==> config.mk <==
export PLATFORM = sky130hd
export DESIGN_NAME = pll_ctrl
export DESIGN_NICKNAME = d
export VERILOG_FILES = /design/src/rtl/pll_pkg.sv /design/src/rtl/sync2.sv /design/src/rtl/pll_ctrl.sv
export SDC_FILE = /design/constraint.sdc
export NUM_CORES = 1
export LEC_CHECK = 0
export BUFFER_PORTS_ARGS = -buffer_cell sky130_fd_sc_hd__buf_2
export CELL_PAD_IN_SITES_DETAIL_PLACEMENT = 0
export CELL_PAD_IN_SITES_GLOBAL_PLACEMENT = 1
export CORE_UTILIZATION = 47
export CTS_CLUSTER_DIAMETER = 80
export CTS_CLUSTER_SIZE = 30
export DETAILED_ROUTE_END_ITERATION = 8
export PLACE_DENSITY = 0.8
export SLEW_MARGIN = 10
export SYNTH_ARGS = -nofsm -noshare
export SYNTH_HDL_FRONTEND = slang
export SYNTH_SLANG_ARGS = --single-unit
==> constraint.sdc <==
create_clock -name clki -period 3.6 [get_ports clki]
set_input_delay 0.54 -clock clki [delete_from_list [all_inputs] [get_ports clki]]
set_output_delay 0.54 -clock clki [all_outputs]
set_load 0.05 [all_outputs]
==> src/rtl/pll_pkg.sv <==
// Shared definitions for the PLL bring-up controller: state encoding,
// default parameter values and the retry counter width.
package pll_pkg;

    typedef enum logic [2:0] {
        IDLE,
        PRST,
        WAIT,
        FILT,
        REL,
        RUN,
        FAIL
    } state_t;

    localparam int unsigned DEF_NUM_OUT        = 2;
    localparam int unsigned DEF_RST_CYCLES     = 16;
    localparam int unsigned DEF_FILTER_CYCLES  = 64;
    localparam int unsigned DEF_TIMEOUT_CYCLES = 65536;
    localparam int unsigned DEF_MAX_RETRIES    = 3;
    localparam int unsigned DEF_STAGGER_CYCLES = 4;

    localparam int unsigned RETRY_W = 4;

endpackage

==> src/rtl/sync2.sv <==
// Two-flop synchroniser for one asynchronous bit; resets to 0.
module sync2 (
    input  logic clki,
    input  logic rstn,
    input  logic d,
    output logic q
);

    logic meta;

    always_ff @(posedge clki or negedge rstn) begin
        if (!rstn) begin
            meta <= 1'b0;
            q    <= 1'b0;
        end else begin
            meta <= d;
            q    <= meta;
        end
    end

endmodule

==> src/rtl/pll_ctrl.sv <==
// PLL bring-up controller: pulses PLL reset, filters LOCKED, retries on
// timeout and releases the downstream channel resets one after another.
module pll_ctrl
    import pll_pkg::*;
#(
    parameter int unsigned NUM_OUT        = DEF_NUM_OUT,
    parameter int unsigned RST_CYCLES     = DEF_RST_CYCLES,
    parameter int unsigned FILTER_CYCLES  = DEF_FILTER_CYCLES,
    parameter int unsigned TIMEOUT_CYCLES = DEF_TIMEOUT_CYCLES,
    parameter int unsigned MAX_RETRIES    = DEF_MAX_RETRIES,
    parameter int unsigned STAGGER_CYCLES = DEF_STAGGER_CYCLES
) (
    input  logic               clki,
    input  logic               rstn,
    input  logic               en,
    input  logic               pll_locked,
    input  logic               clr_lost,
    output logic               pll_rst,
    output logic               pll_pwrdwn,
    output logic [NUM_OUT-1:0] chan_rst_n,
    output logic               ready,
    output logic               fail,
    output logic [RETRY_W-1:0] retry_cnt,
    output logic               lock_lost
);

    localparam int unsigned REL_LAST = STAGGER_CYCLES * (NUM_OUT - 1) + 1;
    localparam int unsigned RST_W    = $clog2(RST_CYCLES) + 1;
    localparam int unsigned FLT_W    = $clog2(FILTER_CYCLES) + 1;
    localparam int unsigned TO_W     = $clog2(TIMEOUT_CYCLES) + 1;
    localparam int unsigned REL_W    = $clog2(REL_LAST) + 1;

    state_t             state;
    logic               locked_s;
    logic [RST_W-1:0]   rst_cnt;
    logic [FLT_W-1:0]   flt_cnt;
    logic [TO_W-1:0]    to_cnt;
    logic [REL_W-1:0]   rel_cnt;
    logic [NUM_OUT-1:0] rel_hit;

    sync2 u_sync (
        .clki (clki),
        .rstn (rstn),
        .d    (pll_locked),
        .q    (locked_s)
    );

    // Channel g is due for release when the REL counter reaches g*STAGGER.
    for (genvar g = 0; g < NUM_OUT; g++) begin : g_rel
        assign rel_hit[g] = (rel_cnt == REL_W'(STAGGER_CYCLES * g));
    end

    always_ff @(posedge clki or negedge rstn) begin
        if (!rstn) begin
            state      <= IDLE;
            pll_rst    <= 1'b1;
            pll_pwrdwn <= 1'b1;
            chan_rst_n <= '0;
            ready      <= 1'b0;
            fail       <= 1'b0;
            retry_cnt  <= '0;
            lock_lost  <= 1'b0;
            rst_cnt    <= '0;
            flt_cnt    <= '0;
            to_cnt     <= '0;
            rel_cnt    <= '0;
        end else begin
            if (clr_lost) begin
                lock_lost <= 1'b0;
            end
            if (!en) begin
                state      <= IDLE;
                pll_rst    <= 1'b1;
                pll_pwrdwn <= 1'b1;
                chan_rst_n <= '0;
                ready      <= 1'b0;
                fail       <= 1'b0;
                retry_cnt  <= '0;
                rst_cnt    <= '0;
                flt_cnt    <= '0;
                to_cnt     <= '0;
                rel_cnt    <= '0;
            end else begin
                unique case (state)
                    IDLE: begin
                        state      <= PRST;
                        pll_rst    <= 1'b1;
                        pll_pwrdwn <= 1'b0;
                        rst_cnt    <= '0;
                    end
                    PRST: begin
                        if (rst_cnt == RST_W'(RST_CYCLES - 1)) begin
                            state   <= WAIT;
                            pll_rst <= 1'b0;
                            to_cnt  <= '0;
                        end else if (rst_cnt != '1) begin
                            rst_cnt <= rst_cnt + RST_W'(1);
                        end
                    end
                    WAIT, FILT: begin
                        if (to_cnt != '1) begin
                            to_cnt <= to_cnt + TO_W'(1);
                        end
                        if (to_cnt == TO_W'(TIMEOUT_CYCLES - 1)) begin
                            flt_cnt <= '0;
                            pll_rst <= 1'b1;
                            if (retry_cnt == RETRY_W'(MAX_RETRIES)) begin
                                state      <= FAIL;
                                pll_pwrdwn <= 1'b1;
                                fail       <= 1'b1;
                            end else begin
                                state     <= PRST;
                                retry_cnt <= retry_cnt + RETRY_W'(1);
                                rst_cnt   <= '0;
                            end
                        end else if (!locked_s) begin
                            state   <= WAIT;
                            flt_cnt <= '0;
                        end else if (state == WAIT) begin
                            state   <= FILT;
                            flt_cnt <= '0;
                        end else if (flt_cnt == FLT_W'(FILTER_CYCLES - 1)) begin
                            state   <= REL;
                            rel_cnt <= '0;
                        end else if (flt_cnt != '1) begin
                            flt_cnt <= flt_cnt + FLT_W'(1);
                        end
                    end
                    REL, RUN: begin
                        if (!locked_s) begin
                            // Lock dropped: pull everything down and restart the PLL.
                            state      <= PRST;
                            pll_rst    <= 1'b1;
                            chan_rst_n <= '0;
                            ready      <= 1'b0;
                            lock_lost  <= 1'b1;
                            retry_cnt  <= '0;
                            rst_cnt    <= '0;
                        end else if (state == REL) begin
                            chan_rst_n <= chan_rst_n | rel_hit;
                            if (rel_cnt == REL_W'(REL_LAST)) begin
                                state <= RUN;
                                ready <= 1'b1;
                            end
                            if (rel_cnt != '1) begin
                                rel_cnt <= rel_cnt + REL_W'(1);
                            end
                        end
                    end
                    FAIL: begin
                        state <= FAIL;
                    end
                    default: begin
                        state <= IDLE;
                    end
                endcase
            end
        end
    end

endmodule
==> results.json <==
{
  "end_kind": "register",
  "hold_viol": 0,
  "power.leakage_nw": 1.32,
  "crit_required_ps": 3790,
  "rsz0062_at_grt": "false",
  "p_per_area_mw_per_mm2": 351,
  "start_util_pct": 49.5,
  "route.detailed.drc": 0,
  "worstSetupPathType": "reg -> reg",
  "vias": 2226,
  "viasPerCell": 5.83,
  "antenna-diode-count": 0,
  "cts_resized": 0,
  "synth-async-reset-ratio_pct": 100,
  "drive_gt1_share_pct": 12.3,
  "synth_area_leaders": "dfrtp_1 43%, ha_1 5.0%, nand2_1 3.8%, o21ai_0 3.8%, nor2_1 3.7%",
  "portBuffers": 15,
  "ys_ff_latch": 49,
  "nNetsFinal": 325,
  "yosys.area.top_type_share_pct": 42.6,
  "ys.flop_type": "dfrtp_1",
  "core_area_mm2": 0.00557,
  "startpoint_type": "register",
  "worstMarginPinSlew_ps": 883,
  "clk_latency_ps": 310,
  "fin_crit_sh_pct": 83.5,
  "fmax_ghz": 0.333,
  "synth-edff-count": 0,
  "r2r-start": "to_cnt[3]$_DFFE_PN0P_",
  "reg2regPathDepth": 9,
  "cts_htree_levels": 2,
  "drv_slew": 0,
  "ioPinCount": 16,
  "skew_ps": 6.00,
  "hpwl_um": 4200,
  "ir_worst_vdd_mv": 0.173,
  "num_rows": 27,
  "syn_to_final_growth_pct": 8.16,
  "clock-sinks": 49,
  "drt_iter0_drc": 144,
  "drtPass1Iterations": 5,
  "yosysWarnings": 0,
  "min_period_ps": 3010,
  "final_common_cell": "dfrtp_1",
  "critPathArrivalTime_ps": 3200,
  "fin_setup_tns_ps": 0,
  "root_buffer": "clkbuf_8",
  "die_h_um": 78.6,
  "synth_nets": 315,
  "routed_wl_um": 5850,
  "cp_max_fo": 8,
  "setup_viol": 0,
  "path_clk_slew_ps": 90,
  "layout_common_cells": "47 x dfrtp_1, 28 x nand2_1, 27 x nor2_1",
  "place_congestion": 0.866,
  "cts_max_path_buffers": 2,
  "post-cts-setup-buffers": 0,
  "ys_seq_area_share_pct": 44.5,
  "cap_violations": 0,
  "dp.cells": 374,
  "cts_tree": "yes",
  "outcome": "completed",
  "grt_max_degree": 39,
  "synth_cells": 299,
  "detail_route.wl_per_cell_um": 15.3,
  "cts_buffers": 5,
  "worstSetupStartpoint": "to_cnt[3]$_DFFE_PN0P_",
  "holdWs_ps": 347,
  "grt_pass1_vias": 2087,
  "hold_class": "in -> async",
  "drt.antenna.violating_nets": 0,
  "die_area_mm2": 0.00618,
  "synth.distinct_cells": 56,
  "finalNonFillerCells": 382,
  "syn_area_mm2": 0.00276,
  "slew_headroom_pct": 41.1,
  "postCtsHoldBufs": 0,
  "synth_area_leader_cell": "dfrtp_1",
  "syn_area_per_cell_um2": 9.23,
  "grt_overflow_total": 0,
  "die_x_um": 78.6,
  "grt_pass1_wl_um": 10300,
  "grt_util_all_layers_pct": 21.6,
  "antenna_found_initial": 0
}
-- final timing paths --
check / slack [ps] / endpoint
max: 590 / rst_cnt[1]$_DFFE_PN0P_
max in group asynchronous: 2560 / flt_cnt[5]$_DFFE_PN0P_
min in group clki: 350 / u_sync.meta$_DFF_PN0_
min reg2reg: 370 / u_sync.q$_DFF_PN0_
min: 350 / rst_cnt[2]$_DFFE_PN0P_
max reg2reg: 590 / rst_cnt[1]$_DFFE_PN0P_
-- logic make-up after synthesis --
| group | after synthesis | synth area share, % |
|---|---|---|
| adder cells (fa/ha/maj) | 11 | 4.99 |
| AND/OR/NAND/NOR | 112 | 20.3 |
| AO/OA/AOI/OAI | 89 | 22.0 |
| multiplexers | 8 | 3.13 |
| buffers and inverters | 26 | 3.81 |
| XOR/XNOR | 4 | 1.27 |
| flip-flops | 49 | 44.5 |
-- final cells by class --
| class | instances | area (um^2) |
|---|---|---|
| clock inverters | 1 | 5.00 |
| fillers | 531 | 2590 |
| well taps | 72 | 90.1 |
| flip-flops and latches | 49 | 1230 |
| inverters | 11 | 41.3 |
| repair buffers | 18 | 97.6 |
| multi-input cells | 224 | 1430 |
| clock buffers | 7 | 96.3 |
-- per-layer routing --
layer  track usage, %  vias to the layer above  share of wire (%)
met4             5.56                        0               0.89
li1                 -                     1113                  -
met1             31.7                     1068                 51
met2             32.6                       41                 45
met3             3.84                        4                3.5
met5                0                        -                  0
-- worst max-delay path: stages (launching register included) --
cell     delay, ps
dfrtp_1        450
and4_1         360
and2_1         230
nand3_1        130
nor3_1         340
ha_1           290
nor2b_1        140
o21ai_0        100
a21oi_1        460
mux2_2         390
-- flip-flops by register name, indices dropped and copies added, names as in the netlist --
| register | flops |
|---|---|
| to_cnt | 17 |
| flt_cnt | 7 |
| rel_cnt | 4 |
| fail | 1 |
| state | 3 |
| u_sync.q | 1 |
| retry_cnt | 4 |
| ready | 1 |
| lock_lost | 1 |
| pll_pwrdwn | 1 |
| pll_rst | 1 |
| rst_cnt | 5 |
| u_sync.meta | 1 |
| chan_rst_n | 2 |
-- cell usage after synthesis, types with 2 or more instances --
cell type / n
a32o_1: 2
nand3b_1: 3
and4_1: 3
o2111ai_1: 2
a31o_2: 2
o21ai_1: 6
o21a_1: 2
o31ai_1: 4
and2_1: 3
a41oi_1: 2
mux2_2: 4
a31oi_1: 5
o22ai_1: 3
dfrtp_1: 47
nand2_1: 28
xor2_1: 2
nor2_1: 27
nor2b_1: 4
xnor2_1: 2
a41o_1: 2
a21oi_1: 17
inv_1: 11
nand3_1: 13
nand2b_1: 8
buf_2: 6
a21o_1: 3
mux2i_1: 3
dfstp_2: 2
and3_1: 4
nor3_1: 8
o2bb2ai_1: 2
o211ai_1: 3
ha_1: 11
nand4_1: 3
clkbuf_1: 9
nor3b_1: 3
o21ai_0: 21
-- report_power, final --
group          switching (mW)  internal [mW]  leakage [nW]
combinational          0.0787         0.0325         0.593
sequential             0.0173          0.563         0.668
clock                   0.183          0.174        0.0542
-- through the flow --
stage | area (um^2) | utilization, % | worst slack, ps | power, mW
floorplan | 2760 | - | 1010 | 0.667
global placement | 2880 | 51.7 | 723 | 0.702
detailed placement | 2880 | 51.7 | 595 | 0.703
CTS | 2980 | 53.5 | 573 | 1.06
global route | 2980 | 53.5 | 268 | 1.10
finish | 2980 | 53.5 | 594 | 1.05
Power figures use the tool's default switching activity.
